===== config.mk =====
export PLATFORM = sky130hd
export DESIGN_NAME = mux_bist_ctrl
export DESIGN_NICKNAME = d
export VERILOG_FILES = /design/src/rtl/mux_bist_ctrl.sv
export SDC_FILE = /design/constraint.sdc
export NUM_CORES = 1
export LEC_CHECK = 0
export ABC_AREA = 1
export CAP_MARGIN = 20
export CORE_MARGIN = 2
export CORE_UTILIZATION = 55
export CTS_CLUSTER_SIZE = 20
export DETAILED_ROUTE_END_ITERATION = 10
export PLACE_DENSITY = 0.95
export SYNTH_ARGS = -nofsm -noshare
export SYNTH_HDL_FRONTEND = slang
export SYNTH_SLANG_ARGS = --single-unit

===== constraint.sdc =====
create_clock -name clk -period 3.4 [get_ports clk]
set_clock_uncertainty 0.05 [all_clocks]
set_input_delay 1.02 -clock clk [delete_from_list [all_inputs] [get_ports clk]]
set_output_delay 1.02 -clock clk [all_outputs]
set_load 0.05 [all_outputs]

===== src/rtl/mux_bist_ctrl.sv =====
// Built-in self-test controller for a 2:1 32-bit mux: LFSR-driven vectors, result counters
// and first-failure capture. Define MUX_BIST_SIGNATURE_EN to add a MISR signature of mux_c.
module mux_bist_ctrl #(
  parameter int          NUM_VECTORS = 256,
  parameter logic [31:0] SEED        = 32'hACE12468
) (
  input  logic        clk,
  input  logic        rst,
  input  logic        start,
  output logic [31:0] mux_a,
  output logic [31:0] mux_b,
  output logic        mux_s,
  input  logic [31:0] mux_c,
  input  logic        mux_err,
  output logic        busy,
  output logic        done,
  output logic        pass,
  output logic [15:0] mismatch_cnt,
  output logic [15:0] err_cnt,
  output logic [15:0] first_fail_idx,
  output logic [31:0] signature
);

  localparam logic [31:0] SEED_EFF = (SEED == 32'h0) ? 32'h0000_0001 : SEED;
  localparam logic [31:0] POLY     = 32'h8020_0003;
  localparam logic [15:0] LAST_IDX = 16'(NUM_VECTORS - 1);

  typedef enum logic [1:0] {IDLE, RUN, DONE} state_t;

  function automatic logic [31:0] galois_step(input logic [31:0] v);
    return (v >> 1) ^ (v[0] ? POLY : 32'h0);
  endfunction

  function automatic logic [31:0] map_b(input logic [31:0] l);
    return {l[15:0], l[31:16]} ^ 32'h5A5A_5A5A;
  endfunction

  state_t      state;
  logic [31:0] lfsr;
  logic [31:0] lfsr_next;
  logic [15:0] vec_idx;
  logic [31:0] expected;
  logic        mismatch;
  logic        fail;

  // The mux response is checked in the same cycle its vector is on the drive registers.
  always_comb begin
    lfsr_next = galois_step(lfsr);
    expected  = mux_s ? mux_b : mux_a;
    mismatch  = (mux_c != expected);
    fail      = mismatch | mux_err;
  end

  assign pass = done && (mismatch_cnt == 16'h0) && (err_cnt == 16'h0);

  always_ff @(posedge clk or negedge rst) begin
    if (!rst) begin
      state          <= IDLE;
      busy           <= 1'b0;
      done           <= 1'b0;
      lfsr           <= SEED_EFF;
      vec_idx        <= 16'h0;
      mux_a          <= 32'h0;
      mux_b          <= 32'h0;
      mux_s          <= 1'b0;
      mismatch_cnt   <= 16'h0;
      err_cnt        <= 16'h0;
      first_fail_idx <= 16'hFFFF;
    end else begin
      case (state)
        IDLE, DONE: begin
          if (start) begin
            state          <= RUN;
            busy           <= 1'b1;
            done           <= 1'b0;
            lfsr           <= SEED_EFF;
            vec_idx        <= 16'h0;
            mux_a          <= SEED_EFF;
            mux_b          <= map_b(SEED_EFF);
            mux_s          <= SEED_EFF[0] ^ SEED_EFF[31];
            mismatch_cnt   <= 16'h0;
            err_cnt        <= 16'h0;
            first_fail_idx <= 16'hFFFF;
          end
        end
        RUN: begin
          if (mismatch && (mismatch_cnt != 16'hFFFF))
            mismatch_cnt <= mismatch_cnt + 16'd1;
          if (mux_err && (err_cnt != 16'hFFFF))
            err_cnt <= err_cnt + 16'd1;
          if (fail && (first_fail_idx == 16'hFFFF))
            first_fail_idx <= vec_idx;
          lfsr <= lfsr_next;
          // Drive registers return to zero once the final vector has been checked.
          if (vec_idx == LAST_IDX) begin
            state <= DONE;
            busy  <= 1'b0;
            done  <= 1'b1;
            mux_a <= 32'h0;
            mux_b <= 32'h0;
            mux_s <= 1'b0;
          end else begin
            vec_idx <= vec_idx + 16'd1;
            mux_a   <= lfsr_next;
            mux_b   <= map_b(lfsr_next);
            mux_s   <= lfsr_next[0] ^ lfsr_next[31];
          end
        end
        default: begin
          state <= IDLE;
          busy  <= 1'b0;
          done  <= 1'b0;
        end
      endcase
    end
  end

`ifdef MUX_BIST_SIGNATURE_EN
  // MISR compacts every mux response of the run; it only moves while vectors are applied.
  always_ff @(posedge clk or negedge rst) begin
    if (!rst) begin
      signature <= 32'h0;
    end else if ((state != RUN) && start) begin
      signature <= 32'h0;
    end else if (state == RUN) begin
      signature <= galois_step(signature) ^ mux_c;
    end
  end
`else
  assign signature = 32'h0;
`endif

endmodule


==> out/qor.csv <==
metric,value,unit
Synth Flop Type,dfrtp_1,
final count of pins violating max slew,0,
fmax,325,MHz
largest net degree at the start of global routing,70,
CP Max Fanout,6,
Layout area overhead,24.8,%
layout cell share with drive strength beyond 1,7.59,%
ANT cells,0,
FILL cells,1060,
drt via density,5.69,
worst min path class,flop to flop,
Initial DRT Pass Iterations,6,
Required @ worst endpoint,2.33,ns
Area contributors post-synth,"dfrtp_1, nand2_1, dfstp_2",
initial antenna violation count,0,
nets,1267,
vias in the first global route,7657,
Synth Register Bits,148,
Seq pwr share,30.0,%
Clock Tree Buf Depth,2,
final core occ,70.5,%
cell accounting for the most synthesized area,dfrtp_1,
Worst Setup SP,err_cnt[0],
"Reg clk slew, reported paths",0.07,ns
P_leak,5.00,nW
Worst-Margin Slew,0.648,ns
Max Used Layer,met4,
post-synthesis cell count,1097,
first-pass GRT wire length,39.0,mm
"count leader, synth",nand2_1,
Power Density,1070,nW/um2
clock power share,18.1,%
hold buffer count at CTS,0,
initial core utilization,56.5,%
Placer Congestion,0.923,
Worst IR Drop VDD,0.000758,V
Overflow after GRT,0,
r2r setup slk,0.56,ns
CTS H-tree depth,4,
Gate power share,51.8,%
Critical Path End Type,output pin,
total core area,14600,um2
CP endpoint,pass,
Switching Share,49.9,%
Max-slew headroom,56.8,%
Max Cap Viol,0,
PortBufs,151,
Tmin final,3.08,ns
Post-Synthesis Cell Area,8280,um2
Hold Path Depth,2,
std cell rows,44,
Ys Warns,0,
Final period util,90.5,%
post-CTS sizing,0,
WL met1,9.35,mm
CP Launch Type,flop,
worst r2r dst,mismatch_cnt[4],
synth cell count leaders,"nand2_1, dfrtp_1, inv_1, nand3_1, nor2_1",
syn avg cell area,7.55,um2
IO Pins,184,
Root Buffer,clkbuf_16,
R2R cell count,14,
DRT antenna net count,0,
DRC violations left,0,
Detailed Place HPWL,16.1,mm
RSZ-0062 raised after global routing,no,
CTS Buf Count,17,
sequential area share after synthesis,45.2,%
metal2 WL,11.8,mm
met3 routed WL,2.10,mm
Int Pwr,5.52,mW
Final Hold Viols,0,
height of the die,127,um
# clock sinks,148,
Cell variety after synth,36,
Clock Latency Late Sink,0.44,ns
area share of the largest cell type after synthesis,36.0,%
total track usage,30.2,%
DIE AREA,16000,um2
detailed-route via count,8095,
Final setup viols,0,
WL/cell,16.9,um
1st-iter DRT viols,934,
Psw,5.49,mW
crit path DAT,2.01,ns
RR Startpoint,mux_s,
Post-synth EDFFs,0,
async set-reset flop share out of synthesis,100,%
setup repair bufs after CTS,0,
Routed WL,24.0,mm
CP Class,flop to output pin,
status,completed,
die extent in x,127,um
setup tns final,0,ns
CTS tree,built,
[power by group through the flow]
stage	combinational [mW]	sequential [mW]	clock (mW)
final	5.71	3.30	2.00
after global routing	6.10	3.38	2.07
after CTS	5.68	3.28	2.00
after detailed placement	5.59	3.28	0
after global placement	5.43	3.25	0
after floorplan	2.51	4.68	0
[stage by stage]
stage	cells	worst slack [ns]	cell area, um2	total power [mW]	hold slack, ns
floorplan	1128	0.472	8390	7.19	0.387
global placement	1391	0.405	9710	8.68	0.399
detailed placement	1391	0.267	9710	8.87	0.403
CTS	1423	0.310	10300	11.0	0.425
global route	1423	0.265	10300	11.5	0.440
finish	1423	0.324	10300	11.0	0.427
[worst min-delay path by stage]
stage	startpoint	end	slack, ns
global route	lfsr[14]	lfsr[14]	0.44
CTS	lfsr[13]	lfsr[13]	0.43
finish	lfsr[16]	lfsr[16]	0.43
floorplan	lfsr[11]	lfsr[11]	0.39
global placement	lfsr[11]	lfsr[11]	0.40
detailed placement	lfsr[11]	lfsr[11]	0.40
[per-layer routing]
layer | vias up | GRT usage, %
li1 | 3704 | -
met1 | 3832 | 39.6
met2 | 482 | 51.0
met3 | 77 | 5.44
met4 | 0 | 10.3
met5 | - | 0
[registers in the layout, summed over array words and instances (netlist names)]
name / count
err_cnt: 16
first_fail_idx: 16
state: 1
mux_a: 31
busy: 1
mismatch_cnt: 16
lfsr: 32
done: 1
mux_b: 17
vec_idx: 16
mux_s: 1
[critical path, stage by stage (launching register included)]
cell	delay (ns)
dfrtp_1	0.46
inv_1	0.14
ha_1	0.18
nand3_1	0.07
nor4_1	0.26
nand3_1	0.14
nor2_1	0.11
buf_4	0.20
[layout by cell type (no fill, tap or decap), types with 5 or more instances in the layout]
cell type / Yosys / final
o211ai_1: 8 / 8
dfstp_2: 29 / 29
nand3b_1: 20 / 20
inv_1: 108 / 108
inv_2: 6 / 6
nand2_1: 368 / 368
a21oi_1: 18 / 18
ha_1: 5 / 5
o22ai_1: 24 / 24
clkdlybuf4s50_1: 0 / 148
xor2_1: 25 / 25
nor2_1: 70 / 70
nor3_1: 19 / 19
nand4_1: 18 / 18
inv_6: 1 / 5
o31ai_1: 7 / 7
dfrtp_1: 119 / 119
clkbuf_16: 0 / 17
conb_1: 1 / 32
o21ai_0: 56 / 56
nand3_1: 77 / 77
buf_4: 53 / 16
nor4_1: 9 / 9
[cell type report]
cell class | count | area [um2] | share of cell area (%)
flip-flops and latches | 148 | 3740 | 36.2
clock inverters | 14 | 190 | 1.84
repair buffers | 167 | 1650 | 16.0
clock buffers | 18 | 429 | 4.15
well taps | 184 | 230 | 2.23
multi-input cells | 776 | 3650 | 35.3
inverters | 116 | 440 | 4.26
[kinds of logic (layout without fill, tap and decap cells)]
| logic type | count (synthesis) | count (layout) | synth area share, % |
|---|---|---|---|
| adder cells (fa/ha/maj) | 5 | 5 | 0.756 |
| other | 1 | 32 | 0.0453 |
| AND/OR/NAND/NOR | 593 | 593 | 30.7 |
| XOR/XNOR | 28 | 28 | 2.96 |
| AO/OA/AOI/OAI | 118 | 118 | 8.12 |
| flip-flops | 148 | 148 | 45.2 |
| buffers and inverters | 204 | 315 | 12.3 |
No activity file was read; power rests on OpenSTA's default activity.
